`config.mk`:
```
export PLATFORM = sky130hd
export DESIGN_NAME = key_repeater_flat
export DESIGN_NICKNAME = d
export VERILOG_FILES = /design/src/rtl/key_repeater_if.sv /design/src/rtl/key_repeater.sv /design/src/flat_wrapper.sv
export SDC_FILE = /design/constraint.sdc
export NUM_CORES = 1
export LEC_CHECK = 0
export ABC_AREA = 1
export BUFFER_PORTS_ARGS = -buffer_cell sky130_fd_sc_hd__buf_2
export CORE_MARGIN = 1.5
export CORE_UTILIZATION = 40
export DETAILED_ROUTE_END_ITERATION = 12
export SLEW_MARGIN = 15
export SYNTH_ARGS = -nofsm -noshare
export SYNTH_HDL_FRONTEND = slang
export SYNTH_SLANG_ARGS = --single-unit
```
`constraint.sdc`:
```
create_clock -name clk -period 4.55 [get_ports clk]
set_input_delay 0 -clock clk [delete_from_list [all_inputs] [get_ports clk]]
set_output_delay 0 -clock clk [all_outputs]
set_load 0.02 [all_outputs]
```
`src/rtl/key_repeater_if.sv`:
```
// Key-repeater signal bundle: debounced edge pulses in, move/held out.
// The slave side is the repeater; the master side is whoever feeds it key edges.
interface key_repeater_if;
  logic key_down;
  logic key_up;
  logic move;
  logic held;

  modport master (
    output key_down,
    output key_up,
    input  move,
    input  held
  );

  modport slave (
    input  key_down,
    input  key_up,
    output move,
    output held
  );
endinterface

```
`src/rtl/key_repeater.sv`:
```
// Hold-to-repeat (delayed auto-shift): immediate move, one long delay, then periodic repeats.
// Optional KEY_REPEAT_ACCEL_EN halves the repeat period after the 8th repeat pulse.
module key_repeater #(
  parameter int unsigned DELAY_CYCLES  = 50_000_000,
  parameter int unsigned REPEAT_CYCLES = 12_500_000
) (
  input  logic           clk,
  input  logic           rst,
  key_repeater_if.slave  kif
);

  localparam logic [31:0] DELAY_LAST = 32'(DELAY_CYCLES - 1);
  localparam logic [31:0] REP_LAST   = 32'(REPEAT_CYCLES - 1);

  typedef enum logic [1:0] {
    IDLE   = 2'd0,
    DELAY  = 2'd1,
    REPEAT = 2'd2
  } state_t;

  state_t      state_q, state_d;
  logic [31:0] cnt_q, cnt_d;
  logic        move_q, move_d;
  logic        held_q, held_d;
  logic [31:0] period_last;

`ifdef KEY_REPEAT_ACCEL_EN
  localparam logic [31:0] REP_HALF_LAST = 32'((REPEAT_CYCLES >> 1) - 1);
  logic [7:0] rcnt_q, rcnt_d;

  assign period_last = (rcnt_q >= 8'd8) ? REP_HALF_LAST : REP_LAST;
`else
  assign period_last = REP_LAST;
`endif

  always_comb begin
    state_d = state_q;
    cnt_d   = cnt_q;
    move_d  = 1'b0;
`ifdef KEY_REPEAT_ACCEL_EN
    rcnt_d  = rcnt_q;
`endif
    case (state_q)
      IDLE: begin
        // a simultaneous release cancels the press
        if (kif.key_down && !kif.key_up) begin
          move_d  = 1'b1;
          state_d = DELAY;
          cnt_d   = '0;
`ifdef KEY_REPEAT_ACCEL_EN
          rcnt_d  = '0;
`endif
        end
      end
      DELAY: begin
        if (kif.key_up) begin
          state_d = IDLE;
          cnt_d   = '0;
        end else if (cnt_q == DELAY_LAST) begin
          move_d  = 1'b1;
          state_d = REPEAT;
          cnt_d   = '0;
        end else begin
          cnt_d = cnt_q + 32'd1;
        end
      end
      REPEAT: begin
        if (kif.key_up) begin
          state_d = IDLE;
          cnt_d   = '0;
        end else if (cnt_q == period_last) begin
          move_d = 1'b1;
          cnt_d  = '0;
`ifdef KEY_REPEAT_ACCEL_EN
          if (rcnt_q != 8'hFF) rcnt_d = rcnt_q + 8'd1;
`endif
        end else begin
          cnt_d = cnt_q + 32'd1;
        end
      end
      default: begin
        state_d = IDLE;
        cnt_d   = '0;
      end
    endcase
    held_d = (state_d != IDLE);
  end

  always_ff @(posedge clk) begin
    if (rst) begin
      state_q <= IDLE;
      cnt_q   <= '0;
      move_q  <= 1'b0;
      held_q  <= 1'b0;
`ifdef KEY_REPEAT_ACCEL_EN
      rcnt_q  <= '0;
`endif
    end else begin
      state_q <= state_d;
      cnt_q   <= cnt_d;
      move_q  <= move_d;
      held_q  <= held_d;
`ifdef KEY_REPEAT_ACCEL_EN
      rcnt_q  <= rcnt_d;
`endif
    end
  end

  assign kif.move = move_q;
  assign kif.held = held_q;

endmodule
```
`src/flat_wrapper.sv`:
```
// flat-port wrapper written by rule: the top's interface ports become plain ports
module key_repeater_flat 
#(
  parameter int unsigned DELAY_CYCLES  = 50_000_000,
  parameter int unsigned REPEAT_CYCLES = 12_500_000
)
  (clk, rst, kif_key_down, kif_key_up, kif_move, kif_held);
  key_repeater_if kif_i ();
  input  logic clk;
  input  logic rst;
  input wire logic [$bits(kif_i.key_down)-1:0] kif_key_down;
  input wire logic [$bits(kif_i.key_up)-1:0] kif_key_up;
  output wire logic [$bits(kif_i.move)-1:0] kif_move;
  output wire logic [$bits(kif_i.held)-1:0] kif_held;
  assign kif_i.key_down = kif_key_down;
  assign kif_i.key_up = kif_key_up;
  assign kif_move = kif_i.move;
  assign kif_held = kif_i.held;
  key_repeater #(.DELAY_CYCLES(DELAY_CYCLES), .REPEAT_CYCLES(REPEAT_CYCLES)) u_core (.clk(clk), .rst(rst), .kif(kif_i));
endmodule
```
# After elaboration in Yosys (flattened, before gate mapping)
# Index checks and enable logic that the tools add are counted.
dict set report totals {
  regBits 36
  input_bits 4
  output_inout_bits 2
  elab_cells 31
}
dict set report op_classes {
  add_sub_neg 1
  eq_ne 5
  n_mux 17
  reduce_logical 4
}
# operator count
set op_table {}
lappend op_table {{$mux W32} 5}
lappend op_table {{$pmux W32 S3} 1}
lappend op_table {{$add A32 B1 Y32 const B} 1}
lappend op_table {{$eq A32 B24 Y1 const B} 1}
lappend op_table {{$eq A32 B26 Y1 const B} 1}
lappend op_table {{$mux W2} 4}
lappend op_table {{$pmux W2 S3} 1}
lappend op_table {{$mux W1} 5}
lappend op_table {{$pmux W1 S3} 1}
lappend op_table {{$eq A2 B1 Y1 const B} 1}
lappend op_table {{$eq A2 B2 Y1 const B} 1}
lappend op_table {{$logic_not A2 Y1} 1}
lappend op_table {{$ne A2 B1 Y1 const B} 1}
lappend op_table {{$reduce_bool A2 Y1} 1}
lappend op_table {{$logic_and A1 B1 Y1} 1}
lappend op_table {{$logic_not A1 Y1} 1}

# Logic depth before layout (Yosys ltp)
# Gate-level depths: netlist (run 1).
dict set report depth {
  word_depth 5
  ltp_mapped 13
  mapped_depth_nobuf 12
}

# Least setup slack after synthesis (run 1)
# No wires, ideal clock.
dict set report synth_path {
  path_kind {register -> register}
  start {reg u_core.cnt_q[0]}
  end {reg u_core.cnt_q[5]}
  arrival_ns 1.514
  slack_ns 2.913
  stages_incl_launch_ff 14
  path_cell_list {dfxtp_1 ha_1 inv_1 nor2_2 nand2_1 nor2_2 nand3_2 nand2_2 nand2_4 nand2_4 nand2_2 nand2_2 buf_6 nor2_2}
}
dict set report synth_via {
  elab_chain_len 4
}
# element line
set synth_lines {}
lappend synth_lines {{start: declaration} key_repeater.sv:22} ;# logic [31:0] cnt_q, cnt_d;
lappend synth_lines {{start signal: assignment} key_repeater.sv:100} ;# cnt_q <= cnt_d;
lappend synth_lines {{$add A32 B1 Y32, or another cell as far along} {key_repeater.sv:64, key_repeater.sv:78}}
lappend synth_lines {{$mux W32, on equally long branches} {key_repeater.sv:71, key_repeater.sv:59}}
lappend synth_lines {{$mux W32, on equally long branches} {key_repeater.sv:68, key_repeater.sv:56}}
lappend synth_lines {{$pmux W32 S3 (*)} key_repeater.sv:43} ;# case (state_q)
# Mark *: on every way between the ends. The rest lies on a longest branch, timed or not.
# A chain may end at the register's enable or synchronous reset.

# Final worst setup path (run 1)
dict set report layout_path {
  start {reg u_core.state_q[0]}
  end {reg u_core.cnt_q[20]}
}
dict set report layout_via {
  elab_chain_len 2
}
# element line
set layout_lines {}
lappend layout_lines {{start: declaration} key_repeater.sv:21} ;# state_t state_q, state_d;
lappend layout_lines {{start signal: assignment} key_repeater.sv:99} ;# state_q <= state_d;
lappend layout_lines {{$eq A2 B2 Y1, or another cell as far along} key_repeater.sv:43}
lappend layout_lines {{$pmux W32 S3 / $ne A2 B1 Y1 (equally long branches)} n/a}
# Parallel ways exist; a longest one is shown, timed or not.

==> flow_metrics.py, run 1 <==
metrics = {
    "status": {
        "status": "finished, final reports clean",
    },
    "hold_path": {
        "hold_end": "u_core.cnt_q[6]",
        "worstHoldStart": "kif_key_up",
        "min_path_cells": 4,
        "hp-class": "in2reg",
    },
    "place": {
        "dp_cells": 483,
        "place_area_um2": 2590,
        "dpl.hpwl_um": 5270,
        "numPortBuffers": 5,
        "place_congestion": 0.897,
    },
    "logic_synthesis": {
        "synth_cells": 411,
        "synth_edf_count": 0,
        "syn-num-nets": 420,
        "yosys_warnings": 0,
        "yosys-top-cells-area": "dfxtp_1, nand2_1, nor2_1, inv_1, nand3_1",
        "syn_area_per_cell_um2": 6.10,
        "async_flop_share": 0,
        "synth.largest_area_cell": "dfxtp_1",
        "ys_types": 30,
        "synth_top_area_frac": 0.288,
        "yosysSeqAreaShare": 0.288,
        "syn_area_um2": 2510,
        "ys_ff_latch": 36,
        "synthFlopType": "dfxtp_1",
    },
    "clock_tree": {
        "cts_hold_buf": 0,
        "ctsHtreeMaxLevel": 2,
        "clock_latency_ns": 0.30,
        "cts_tree": "done",
        "cts_root_buf": "clkbuf_8",
        "cts_setup_buffers": 0,
        "clkTransAtPathRegs_ns": 0.07,
        "numCtsBuffers": 5,
        "post_cts_resize_count": 0,
        "clk_path_buf_depth": 2,
        "cts.sinks": 36,
    },
    "timing": {
        "hold_violations": 0,
        "worstMarginPinSlew_ns": 0.953,
        "fin_tns_setup_ns": 0,
        "report.final.slew_viol_count": 0,
        "period_needed_ns": 2.72,
        "slew_headroom": 0.364,
        "fmax_mhz": 368,
        "period_share": 0.598,
        "rsz0062_at_grt": "false",
        "setup_viol": 0,
        "skew_ns": 0.00579,
    },
    "run": {
        "maxCapViolations": 0,
    },
    "layout": {
        "finalNonFillerCells": 491,
        "n_fill_cell": 629,
        "final_util": 0.448,
        "final_layout_size_suffix_gt1_frac": 0.111,
        "syn_to_final_growth_pct": 6.99,
        "nets": 424,
        "design_area_um2": 2680,
        "n_antenna_cell": 0,
    },
    "setup_path": {
        "crit_required_ns": 4.78,
        "crit_path_max_fanout": 30,
        "critical_path_class": "reg2reg",
        "cpMostUsedCell": "inv_1",
        "r2r_start": "u_core.state_q[0]",
        "reg2reg_to": "u_core.cnt_q[20]",
        "cp.arrival_ns": 2.95,
        "critPathCaptureType": "flip-flop",
        "r2r_setup_slack_ns": 1.83,
        "cp-startpoint": "u_core.state_q[0]",
        "cpMaxStageDelayCell": "inv_1",
        "worstSetupStartpointType": "flip-flop",
        "path_cells": "inv_1 -> ha_1 -> nand2_1 -> inv_1 -> nor2_2 -> buf_4 -> inv_1 -> a31oi_1 -> nand3_1 -> a21oi_1",
        "max_stage_delay_ns": 0.54,
        "reg2reg_depth": 10,
    },
    "global_routing": {
        "grt_pass1_wl_um": 11400,
        "use_met3": 0.0429,
        "gr-max-usage-layer": "met2",
        "antenna_found_initial": 0,
        "grt_overflow": 0,
        "grt.total_usage": 0.226,
        "use_met1": 0.306,
        "grt_start_max_net_pins": 31,
        "use_met2": 0.352,
        "grt_pass1_vias": 2413,
    },
    "power_and_ir_drop": {
        "irDropWorstVdd_v": 0.000104,
        "power.leakage_nw": 0.883,
        "power.density_nw_per_um2": 226,
    },
    "floorplanning": {
        "fp.coreArea_um2": 5990,
        "fp-row-count": 28,
        "die_h_um": 82.2,
        "start_util": 0.418,
        "io_pins": 6,
        "die_width_um": 82.2,
        "dieArea_um2": 6750,
    },
    "route": {
        "num_vias": 2599,
        "drt-total-wl_um": 6880,
        "ant_nets": 0,
        "wire_per_inst_um": 14.0,
        "vias_per_cell": 5.29,
        "dr.pass1.iters": 5,
        "drt_iter0_drc": 207,
        "route.detailed.drc": 0,
    },
}
## where the power goes
part | total, W | leakage [nW] | switching (W) | internal (W)
Clock | 0.000245 | 0.0445 | 0.000121 | 0.000123
Combinational | 0.0000441 | 0.548 | 0.0000352 | 0.00000896
Sequential | 0.000318 | 0.290 | 0.000000880 | 0.000317
Total | 0.000606 | 0.883 | 0.000158 | 0.000449
## per-stage QoR
stage	setup WS, ns	total power (W)	hold WS [ns]
after floorplan	2.91	0.000360	0.196
after global placement	1.97	0.000369	0.376
after detailed placement	1.83	0.000369	0.385
after CTS	1.81	0.000616	0.0659
after global routing	1.55	0.000638	0.114
final	1.83	0.000606	0.0805
## worst max path at each step
stage,to,depth (start not counted),slack (ns)
global route,u_core.cnt_q[20],10,1.55
floorplan,u_core.cnt_q[5],13,2.91
finish,u_core.cnt_q[20],10,1.83
detailed placement,u_core.cnt_q[20],10,1.83
CTS,u_core.cnt_q[20],10,1.81
global placement,u_core.cnt_q[20],10,1.97
## flip-flops by register name, summed over array words and instances, names as in the netlist
signal and count:
u_core.kif.move 1, u_core.cnt_q 32, u_core.state_q 2, u_core.kif.held 1
## worst max-delay path: cells and delay by family, from the launching register on
family | cells | cell delay (ns)
buffers and inverters | 4 | 0.99
AOI/OAI and AO/OA | 2 | 0.27
DFF | 1 | 0.37
adders and majority gates | 1 | 0.21
and+or+nand+nor | 3 | 0.79
## logic make-up (layout without fill, tap and decap cells)
family                     count (synthesis)  in the layout  synth area share
DFF                                       36             36             0.288
AOI/OAI and AO/OA                         43             43            0.0964
buffers and inverters                     58             63            0.0914
and+or+nand+nor                          260            260             0.468
xor gates and xnor gates                   9              9            0.0315
adders and majority gates                  5              5            0.0250
## cell usage in the layout (no fill, tap or decap), types with 2 or more instances in the layout
cell type  Yosys  final
nand3_1       34     34
ha_1           5      5
a21oi_1       26     26
nor2_1        63     63
nand2_1      106    106
xor2_1         8      8
nor2_2        19     19
nor2_4         2      2
inv_1         49     49
nand3b_1       3      3
o21ai_0        8      8
clkbuf_8       0      6
nand4_1       10     10
nand2_2        8      8
nand2_4        2      2
buf_2          3      5
dfxtp_1       36     36
o21bai_1       2      2
nor3_1        12     12
## area by class of cell
class                   count  area [um^2]  area share
flip-flops and latches     36          721       0.269
multi-input cells         317         1560       0.580
clock buffers               7         86.3      0.0322
inverters                  49          184      0.0686
clock inverters             1         7.51     0.00280
repair buffers              6         32.5      0.0121
well taps                  75         93.8      0.0350
## cells in the mapped netlist (2+ instances only)
| library cell | number |
|---|---|
| inv_1 | 49 |
| o21ai_0 | 8 |
| nor2_2 | 19 |
| nand2_4 | 2 |
| buf_1 | 3 |
| nor2_4 | 2 |
| a21oi_1 | 26 |
| dfxtp_1 | 36 |
| buf_2 | 3 |
| nand2_2 | 8 |
| nand2_1 | 106 |
| nand3b_1 | 3 |
| nor3_1 | 12 |
| o21bai_1 | 2 |
| nand3_1 | 34 |
| nor2_1 | 63 |
| clkbuf_1 | 2 |
| xor2_1 | 8 |
| nand4_1 | 10 |
| ha_1 | 5 |
## routing by layer
layer  vias to the layer above  part of all wire
li1                       1312                 -
met1                      1194              0.48
met2                        78              0.44
met3                        15             0.057
met4                         0             0.026
met5                         -                 0
(Power assumes the default switching activity.)
==> run 2: changes to the inputs <==
==> constraint.sdc (replaced) <==
create_clock -name clk -period 2.8 [get_ports clk]
set_input_delay 0 -clock clk [delete_from_list [all_inputs] [get_ports clk]]
set_output_delay 0 -clock clk [all_outputs]
set_load 0.02 [all_outputs]
==> flow_metrics.py, run 2 (same netlist as run 1, synthesis figures left out) <==
metrics = {
    "clock_tree": {
        "cts_setup_buffers": 0,
        "cts_hold_buf": 0,
        "cts_root_buf": "clkbuf_8",
        "cts.sinks": 36,
        "clk_path_buf_depth": 2,
        "numCtsBuffers": 5,
        "post_cts_resize_count": 0,
        "ctsHtreeMaxLevel": 2,
        "clock_latency_ns": 0.30,
        "cts_tree": "done",
        "clkTransAtPathRegs_ns": 0.08,
    },
    "place": {
        "dp_cells": 484,
        "dpl.hpwl_um": 5380,
        "place_congestion": 0.940,
        "pre_cts_ws_ns": 0.684,
        "numPortBuffers": 5,
        "place_area_um2": 2590,
    },
    "floorplanning": {
        "die_width_um": 82.2,
        "die_h_um": 82.2,
        "io_pins": 6,
        "start_util": 0.418,
        "dieArea_um2": 6750,
        "fp.coreArea_um2": 5990,
        "fp-row-count": 28,
    },
    "timing": {
        "report.final.slew_viol_count": 0,
        "fin_tns_setup_ns": 0,
        "layout_setup_ws_ns": 0.676,
        "period_needed_ns": 2.12,
        "worstMarginPinSlew_ns": 0.412,
        "rsz0062_at_grt": "false",
        "skew_ns": 0.00535,
        "fmax_mhz": 471,
        "hold_violations": 0,
        "setup_viol": 0,
        "period_share": 0.759,
        "slew_headroom": 0.725,
    },
    "hold_path": {
        "hp-class": "in2reg",
        "min_path_cells": 4,
    },
    "setup_path": {
        "critical_path_class": "reg2reg",
        "reg2reg_to": "u_core.cnt_q[13]",
        "crit_path_max_fanout": 29,
        "reg2reg_depth": 9,
        "setup.worst_path.end": "u_core.cnt_q[13]",
        "cp-startpoint": "u_core.state_q[0]",
        "crit_required_ns": 2.98,
        "r2r_setup_slack_ns": 0.68,
        "cp.arrival_ns": 2.31,
        "critPathCaptureType": "flip-flop",
        "r2r_start": "u_core.state_q[0]",
        "worstSetupStartpointType": "flip-flop",
    },
    "layout": {
        "n_antenna_cell": 0,
        "design_area_um2": 2700,
        "syn_to_final_growth_pct": 7.84,
        "largestRegisters": "u_core.cnt_q (32), u_core.state_q (2)",
        "layout_common_cells": "nand2_1, nor2_1, inv_1",
        "nets": 425,
        "finalNonFillerCells": 492,
        "largest_register_ff_count": 32,
        "final_common_cell": "nand2_1",
        "regMostFlops": "u_core.cnt_q",
        "final_layout_size_suffix_gt1_frac": 0.113,
    },
    "power_and_ir_drop": {
        "power.density_nw_per_um2": 388,
        "irDropWorstVdd_v": 0.000206,
        "p_int_w": 0.000795,
        "p_sw_w": 0.000254,
        "swShare": 0.242,
        "power.clock.fraction": 0.437,
        "p_seq_frac": 0.492,
        "power.leakage_nw": 0.898,
        "pwr-share-comb": 0.071,
    },
    "route": {
        "ant_nets": 0,
        "dr.pass1.iters": 4,
        "num_vias": 2515,
        "drt-total-wl_um": 6980,
        "drt_iter0_drc": 177,
        "vias_per_cell": 5.11,
        "wire_per_inst_um": 14.2,
        "route.detailed.drc": 0,
    },
    "global_routing": {
        "antenna_found_initial": 0,
        "grt_pass1_wl_um": 11700,
        "grt_pass1_vias": 2326,
        "grt_overflow": 0,
        "grt.total_usage": 0.233,
        "grt_start_max_net_pins": 30,
    },
    "status": {
        "status": "finished, final reports clean",
    },
    "run": {
        "maxCapViolations": 0,
    },
}
run 2: cell types whose count changed in the layout (fill, tap and decap cells not counted):
cell / before / now
buf_4: 1 / 2
bufinv_16: 0 / 1
clkbuf_8: 6 / 5
clkinv_2: 0 / 1
clkinvlp_4: 1 / 0
run 2: layout make-up:
type,count,area (um^2)
fillers,676,3290
well taps,75,93.8
multi-input cells,317,1560
flip-flops and latches,36,721
inverters,49,184
clock buffers,6,72.6
repair buffers,7,40.0
clock inverters,2,35.0
run 2: power groups by stage:
| stage | Clock, W | Sequential [W] | Combinational, W |
|---|---|---|---|
| after floorplan | 0 | 0.000530 | 0.0000553 |
| after global placement | 0 | 0.000528 | 0.0000751 |
| after detailed placement | 0 | 0.000528 | 0.0000753 |
| after CTS | 0.000475 | 0.000516 | 0.0000756 |
| after global routing | 0.000505 | 0.000516 | 0.0000830 |
| final | 0.000458 | 0.000516 | 0.0000748 |
run 2: worst min path at each step:
stage	startpoint	end	slack (ns)
after CTS	kif_key_up	u_core.cnt_q[6]	0.04
after floorplan	kif_key_up	u_core.cnt_q[6]	0.20
after global routing	kif_key_up	u_core.cnt_q[6]	0.06
after detailed placement	kif_key_up	u_core.cnt_q[6]	0.35
final	kif_key_up	u_core.cnt_q[6]	0.04
after global placement	kif_key_up	u_core.cnt_q[6]	0.36
run 2: metrics by stage:
stage | total power, W | hold slack (ns) | utilization
after global placement | 0.000603 | 0.363 | 0.433
after CTS | 0.00107 | 0.0355 | 0.451
final | 0.00105 | 0.0416 | 0.451
after global routing | 0.00110 | 0.0558 | 0.451
after floorplan | 0.000586 | 0.196 | -
after detailed placement | 0.000603 | 0.353 | 0.433
run 2: routing by layer:
layer | track usage | vias to the layer above | wire length, um
met5 | 0 | - | 0
met4 | 0.0678 | 0 | 104
met3 | 0.0429 | 9 | 381
met2 | 0.352 | 68 | 2960
met1 | 0.334 | 1115 | 3530
li1 | - | 1323 | -
run 2: worst max-delay path, cell delays in order, from the launching register on:
cell	delay (ns)
dfxtp_1	0.36
inv_1	0.09
ha_1	0.22
nand2_1	0.33
inv_1	0.12
buf_4	0.26
nor2_1	0.19
nand2_1	0.11
o31ai_1	0.26
nor2_2	0.07
